===== src/rtl/bcd_timer_pkg.sv =====
// bcd_timer_pkg
// Shared definitions for the BCD countdown timer slice: FSM state
// encoding, BCD digit width/limit and a per-digit clamp helper.
package bcd_timer_pkg;

  typedef enum logic [1:0] {
    ST_IDLE    = 2'd0,
    ST_RUN     = 2'd1,
    ST_PAUSE   = 2'd2,
    ST_EXPIRED = 2'd3
  } state_t;

  localparam int               BCD_DIGIT_W = 4;
  localparam logic [BCD_DIGIT_W-1:0] BCD_MAX = 4'd9;

  // Saturate a nibble to a legal BCD digit (10..15 become 9).
  function automatic logic [BCD_DIGIT_W-1:0] bcd_clamp(input logic [BCD_DIGIT_W-1:0] d);
    return (d > BCD_MAX) ? BCD_MAX : d;
  endfunction

endpackage


===== src/rtl/bcd_digit_dec.sv =====
// bcd_digit_dec
// One BCD digit of a borrow-chain decrementer, purely combinational.
// Ports:
//   D          in  current digit (0..9)
//   BORROW_IN  in  1 = subtract one from this digit
//   Q          out resulting digit
//   BORROW_OUT out 1 = this digit wrapped 0 -> 9 and borrows from the next
module bcd_digit_dec
  import bcd_timer_pkg::*;
(
  input  logic [BCD_DIGIT_W-1:0] D,
  input  logic                   BORROW_IN,
  output logic [BCD_DIGIT_W-1:0] Q,
  output logic                   BORROW_OUT
);

  always_comb begin
    BORROW_OUT = BORROW_IN && (D == '0);
    if (!BORROW_IN) begin
      Q = D;
    end else if (D == '0) begin
      Q = BCD_MAX;
    end else begin
      Q = D - BCD_DIGIT_W'(1);
    end
  end

endmodule


===== src/rtl/bcd_countdown_timer.sv =====
// bcd_countdown_timer
// Countdown timer that counts natively in BCD over DIGITS digits. A
// prescaler (advanced only while CE=1 in RUN) produces one count step every
// PRESCALE enabled cycles.
// Ports:
//   CLK        in  system clock, rising edge
//   CLR        in  synchronous active-low reset
//   CE         in  prescaler clock enable
//   LOAD       in  1-cycle strobe: load LOAD_VAL (digits clamped to 9), go IDLE
//   LOAD_VAL   in  BCD start value, digit 0 in the LSBs
//   START      in  start/resume strobe
//   STOP       in  pause strobe
//   BCD_Q      out current count
//   RUNNING    out high in RUN
//   EXPIRED    out high in EXPIRED
//   DONE       out 1-cycle pulse when the count reaches 0
//   TICK       out 1-cycle pulse on every count step
//   DBG_STATE  out current FSM state (IDLE=0, RUN=1, PAUSE=2, EXPIRED=3)
// Commands are single-cycle strobes, no handshake; priority is
// CLR > LOAD > STOP > START.
// Build option: define BCD_COUNTDOWN_TIMER_AUTORELOAD_EN to reload the
// stored LOAD value when the count reaches 0 and keep running.
module bcd_countdown_timer
  import bcd_timer_pkg::*;
#(
  parameter int DIGITS        = 4,
  parameter int PRESCALE      = 10000000,
  parameter int PRESCALE_BITS = $clog2(PRESCALE)
) (
  input  logic                CLK,
  input  logic                CLR,
  input  logic                CE,
  input  logic                LOAD,
  input  logic [4*DIGITS-1:0] LOAD_VAL,
  input  logic                START,
  input  logic                STOP,
  output logic [4*DIGITS-1:0] BCD_Q,
  output logic                RUNNING,
  output logic                EXPIRED,
  output logic                DONE,
  output logic                TICK,
  output logic [1:0]          DBG_STATE
);

  // PRESCALE=1 gives a zero-width counter; keep at least one bit.
  localparam int            PW           = (PRESCALE_BITS < 1) ? 1 : PRESCALE_BITS;
  localparam logic [PW-1:0] PRESC_RELOAD = PW'(PRESCALE - 1);

  state_t              state_q;
  logic [PW-1:0]       presc_q;
  logic [4*DIGITS-1:0] dec_q;
  logic [4*DIGITS-1:0] load_clamped;
  logic [DIGITS:0]     borrow;
`ifdef BCD_COUNTDOWN_TIMER_AUTORELOAD_EN
  logic [4*DIGITS-1:0] reload_q;
`endif

  assign DBG_STATE = state_q;
  assign borrow[0] = 1'b1;

  for (genvar i = 0; i < DIGITS; i++) begin : g_digit
    bcd_digit_dec u_dec (
      .D          (BCD_Q[i*BCD_DIGIT_W +: BCD_DIGIT_W]),
      .BORROW_IN  (borrow[i]),
      .Q          (dec_q[i*BCD_DIGIT_W +: BCD_DIGIT_W]),
      .BORROW_OUT (borrow[i+1])
    );
    assign load_clamped[i*BCD_DIGIT_W +: BCD_DIGIT_W] =
      bcd_clamp(LOAD_VAL[i*BCD_DIGIT_W +: BCD_DIGIT_W]);
  end

  always_ff @(posedge CLK) begin
    if (!CLR) begin
      state_q  <= ST_IDLE;
      BCD_Q    <= '0;
      presc_q  <= PRESC_RELOAD;
      RUNNING  <= 1'b0;
      EXPIRED  <= 1'b0;
      DONE     <= 1'b0;
      TICK     <= 1'b0;
`ifdef BCD_COUNTDOWN_TIMER_AUTORELOAD_EN
      reload_q <= '0;
`endif
    end else begin
      DONE <= 1'b0;
      TICK <= 1'b0;
      if (LOAD) begin
        state_q  <= ST_IDLE;
        BCD_Q    <= load_clamped;
        presc_q  <= PRESC_RELOAD;
        RUNNING  <= 1'b0;
        EXPIRED  <= 1'b0;
`ifdef BCD_COUNTDOWN_TIMER_AUTORELOAD_EN
        reload_q <= load_clamped;
`endif
      end else if (STOP && state_q == ST_RUN) begin
        // Prescaler holds, so a pause on a step edge defers the step to
        // the first enabled cycle after resume.
        state_q <= ST_PAUSE;
        RUNNING <= 1'b0;
      end else if (START && (state_q == ST_IDLE || state_q == ST_PAUSE)) begin
        if (state_q == ST_IDLE) begin
          presc_q <= PRESC_RELOAD;
        end
        if (BCD_Q == '0) begin
          state_q <= ST_EXPIRED;
          EXPIRED <= 1'b1;
          DONE    <= 1'b1;
        end else begin
          state_q <= ST_RUN;
          RUNNING <= 1'b1;
        end
      end else if (state_q == ST_RUN && CE) begin
        if (presc_q != '0) begin
          presc_q <= presc_q - PW'(1);
        end else if (!borrow[DIGITS]) begin
          // borrow[DIGITS] set means the count is already 0: never wrap.
          presc_q <= PRESC_RELOAD;
          TICK    <= 1'b1;
          if (dec_q == '0) begin
            DONE <= 1'b1;
`ifdef BCD_COUNTDOWN_TIMER_AUTORELOAD_EN
            if (reload_q != '0) begin
              BCD_Q <= reload_q;
            end else begin
              BCD_Q   <= '0;
              state_q <= ST_EXPIRED;
              RUNNING <= 1'b0;
              EXPIRED <= 1'b1;
            end
`else
            BCD_Q   <= '0;
            state_q <= ST_EXPIRED;
            RUNNING <= 1'b0;
            EXPIRED <= 1'b1;
`endif
          end else begin
            BCD_Q <= dec_q;
          end
        end
      end
    end
  end

endmodule


===== config.mk =====
export PLATFORM = sky130hd
export DESIGN_NAME = bcd_countdown_timer
export DESIGN_NICKNAME = d
export VERILOG_FILES = /design/src/rtl/bcd_timer_pkg.sv /design/src/rtl/bcd_digit_dec.sv /design/src/rtl/bcd_countdown_timer.sv
export SDC_FILE = /design/constraint.sdc
export NUM_CORES = 1
export LEC_CHECK = 0
export ABC_AREA = 0
export ABC_CLOCK_PERIOD_IN_PS = 6300
export CORE_MARGIN = 1
export CORE_UTILIZATION = 50
export DETAILED_ROUTE_END_ITERATION = 10
export GPL_ROUTABILITY_DRIVEN = 0
export GPL_TIMING_DRIVEN = 0
export PLACE_DENSITY = 0.75
export SLEW_MARGIN = 5
export SYNTH_ARGS = -nofsm -noshare
export SYNTH_HDL_FRONTEND = slang
export SYNTH_HIERARCHICAL = 1
export SYNTH_SLANG_ARGS = --single-unit

===== constraint.sdc =====
create_clock -name CLK -period 6.3 [get_ports CLK]
set_input_delay 1.26 -clock CLK [delete_from_list [all_inputs] [get_ports CLK]]
set_output_delay 1.26 -clock CLK [all_outputs]
set_load 0.005 [all_outputs]

==> run summary <==
DR pass1 iterations: 4
CP startpoint kind: flip-flop
Largest fanout on the critical path: 10
Clock buffer count from CTS: 5
Clock Latency Late Sink: 310 ps
Antenna Nets Post-Route: 0
RSZ-0062 raised after global routing: no
Critical path class: flip-flop to flip-flop
Reg2reg path depth: 14
CP max stage delay: 720 ps
WL per Instance: 16.0 um
Largest net degree at the start of global routing: 14
Actual slew at the worst max-slew pin: 912 ps
Via Count: 2,650
Worst reg-to-reg setup slack: 1650 ps
Critical R2R Launch: BCD_Q[0]
Initial Util: 53.0%
Port buffer count: 43
DP Wirelength: 5080 um
Initial antenna violation count: 0
Postcts setup bufs: 0
Share of cells above drive strength 1: 10.1%
Hold buffers post-CTS: 0
CTS resizes: 0
Die width: 76.3 um
Top FF cell, synth: dfxtp_1
Worst setup endpoint: presc_q[0]
Post-synth EDFFs: 0
Synth top area cells: dfxtp_1, nor3_1, xor2_1
CTS Sinks: 46
Crit-path slowest cell: nor4_1
Critical path startpoint: BCD_Q[0]
Vias in the first global route: 2,490
Final hold slack: 467 ps
Max Cap Viol: 0
Worst relative slew slack: 38.6%
P per Cell Area: 193 nW/um2
Peak supply drop: 0.102 mV
Nets@finish: 391
Final setup TNS: 0 ps
# rows: 26
CTS root buf: clkbuf_8
Num ports: 44
Gr usage total: 26.0%
Max Fclk: 215 MHz
First-pass GRT wire length: 12,200 um
CP Data Required Time: 6490 ps
Worst-path clk slew: 80 ps
FF+latch count, synth: 46
Syn Inst Count: 316
CTS tree: built
Post-synth ARST share: 0%
H-tree Lvls: 2
Filler cell count: 462
Layout Utilization: 65.2%
Vias per inst: 6.06
Drt drc: 0
CP Capture Type: flip-flop
P&R area growth vs syn: 23.0%
Avg Inst Size Synth: 8.73 um2
Synth area leader: dfxtp_1
Global route overflow: 0
Skew final: 6.43 ps
Post-synth top area share: 33.4%
Arr. time, crit path: 4840 ps
RR Endpoint: presc_q[0]
Post-synthesis sequential area ratio: 33.4%
Yosys cell types: 56
Status: finished clean
Die Area: 5820 um2
Drt initial violations: 168
Final min period: 4650 ps
# setup viols final: 0
Chip height: 76.3 um
Core Area: 5200 um2
Antenna Cells: 0
Final Hold Fails: 0
Yosys Warn Count: 6
Fin crit share: 73.8%
Synthesized area: 2760 um2
Clk buf depth: 2
Worst-path cell chain: nand2b_4 > nor4_1 > nand2b_4 > nor4_1 > nand2b_4 > nor4_1 > nand2b_4 > nor4_1 > nand2_1 > o31ai_4 > buf_4 > buf_2 > xnor2_1 > nand2_1
Final wirelength: 7010 um
Worst hold path type: flip-flop to flip-flop
Slew Limit Fails: 0
Static leakage: 1.12 nW
-- cell families (layout without fill, tap and decap cells) --
logic type / after synthesis / count (layout) / synth area share [%]
DFF: 46 / 46 / 33.4
buffers and inverters: 21 / 71 / 3.63
xor gates and xnor gates: 11 / 11 / 3.49
and+or+nand+nor: 148 / 148 / 33.8
other: 1 / 2 / 0.136
adders and majority gates: 2 / 2 / 0.907
AOI/OAI and AO/OA: 79 / 79 / 21.8
muxes: 8 / 8 / 2.90
-- cells in the mapped netlist (3+ instances only) --
| library cell | n |
|---|---|
| or4b_1 | 4 |
| a211oi_1 | 9 |
| xor2_1 | 10 |
| nor2b_1 | 3 |
| a21oi_1 | 10 |
| nand3_1 | 10 |
| mux2i_1 | 8 |
| or4_1 | 9 |
| nand4_1 | 3 |
| dfxtp_1 | 46 |
| o311a_1 | 3 |
| nor2_1 | 23 |
| o31ai_1 | 9 |
| a21o_2 | 4 |
| clkbuf_1 | 4 |
| nor3_1 | 23 |
| or3_1 | 11 |
| nand3b_1 | 6 |
| inv_1 | 9 |
| nand2b_4 | 4 |
| nor4_1 | 12 |
| o21ai_1 | 3 |
| o21ai_0 | 16 |
| a22oi_1 | 8 |
| buf_4 | 5 |
| nor4_2 | 3 |
| nand2_1 | 20 |
-- flip-flops by register name, indices dropped and copies added, names as in the netlist --
signal / cells
DBG_STATE: 2
TICK: 1
presc_q: 24
DONE: 1
BCD_Q: 16
EXPIRED: 1
RUNNING: 1
-- how the worst min path moves through the flow --
| stage | slack (ps) | end | from | depth (start not counted) |
|---|---|---|---|---|
| global route | 490 | EXPIRED | EXPIRED | 2 |
| floorplan | 450 | EXPIRED | EXPIRED | 2 |
| global placement | 440 | EXPIRED | EXPIRED | 2 |
| finish | 470 | EXPIRED | EXPIRED | 2 |
| CTS | 470 | EXPIRED | EXPIRED | 2 |
| detailed placement | 450 | EXPIRED | EXPIRED | 2 |
-- cell usage in the layout (no fill, tap or decap), drive strengths merged, types with 3 or more instances in the layout --
cell           instances
clkdlybuf4s50         43
xor2                  10
nand3                 12
or4                    9
a21o                   4
a22oi                  8
nor3                  23
mux2i                  8
nand2b                 6
nand3b                 6
nand4                  3
or4b                   4
nor4                  17
dfxtp                 46
o31ai                 11
o21ai                 19
nor2b                  3
buf                    7
nor2                  23
a211oi                 9
clkbuf                10
or2                    3
a221oi                 3
a21oi                 10
nand2                 20
or3                   11
o311a                  3
inv                    9
-- final cells by class --
cell class | instances | area (um2) | area share (%)
Multi-Input combinational cell | 250 | 1740 | 51.3
Sequential cell | 46 | 921 | 27.1
Timing Repair Buffer | 43 | 430 | 12.7
Tap cell | 70 | 87.6 | 2.58
Clock buffer | 6 | 82.6 | 2.43
Buffer | 11 | 62.6 | 1.84
Inverter | 10 | 37.5 | 1.11
Clock inverter | 1 | 30.0 | 0.885
-- metrics by stage --
step           setup WS (ps)  cells  instance area (um2)  total power, mW
4_1_cts                 1670    437                 3390            0.658
3_5_place_dp            1710    430                 3280            0.434
6_report                1650    437                 3390            0.656
5_1_grt                 1300    437                 3390            0.687
3_3_place_gp            1750    430                 3280            0.433
2_1_floorplan           2380    317                 2760            0.382
-- routing by layer --
metal / GRT usage [%] / wire length (um)
met4: 9.04 / 103
met1: 36.7 / 3480
met3: 4.31 / 409
met2: 39.6 / 3010
met5: 0 / 0
-- critical path, delay by kind of cell, from the launching register on --
family | cells | cell delay (ps)
xor+xnor | 1 | 140
simple gates | 10 | 3210
flops | 1 | 370
buf+inv | 2 | 500
compound gates | 1 | 320
-- report_power, final --
group	internal (mW)	switching, mW
sequential	0.300	0.0157
combinational	0.0570	0.0573
clock	0.127	0.0996
total	0.484	0.173
Note: power is estimated with default switching activity, not from simulation.
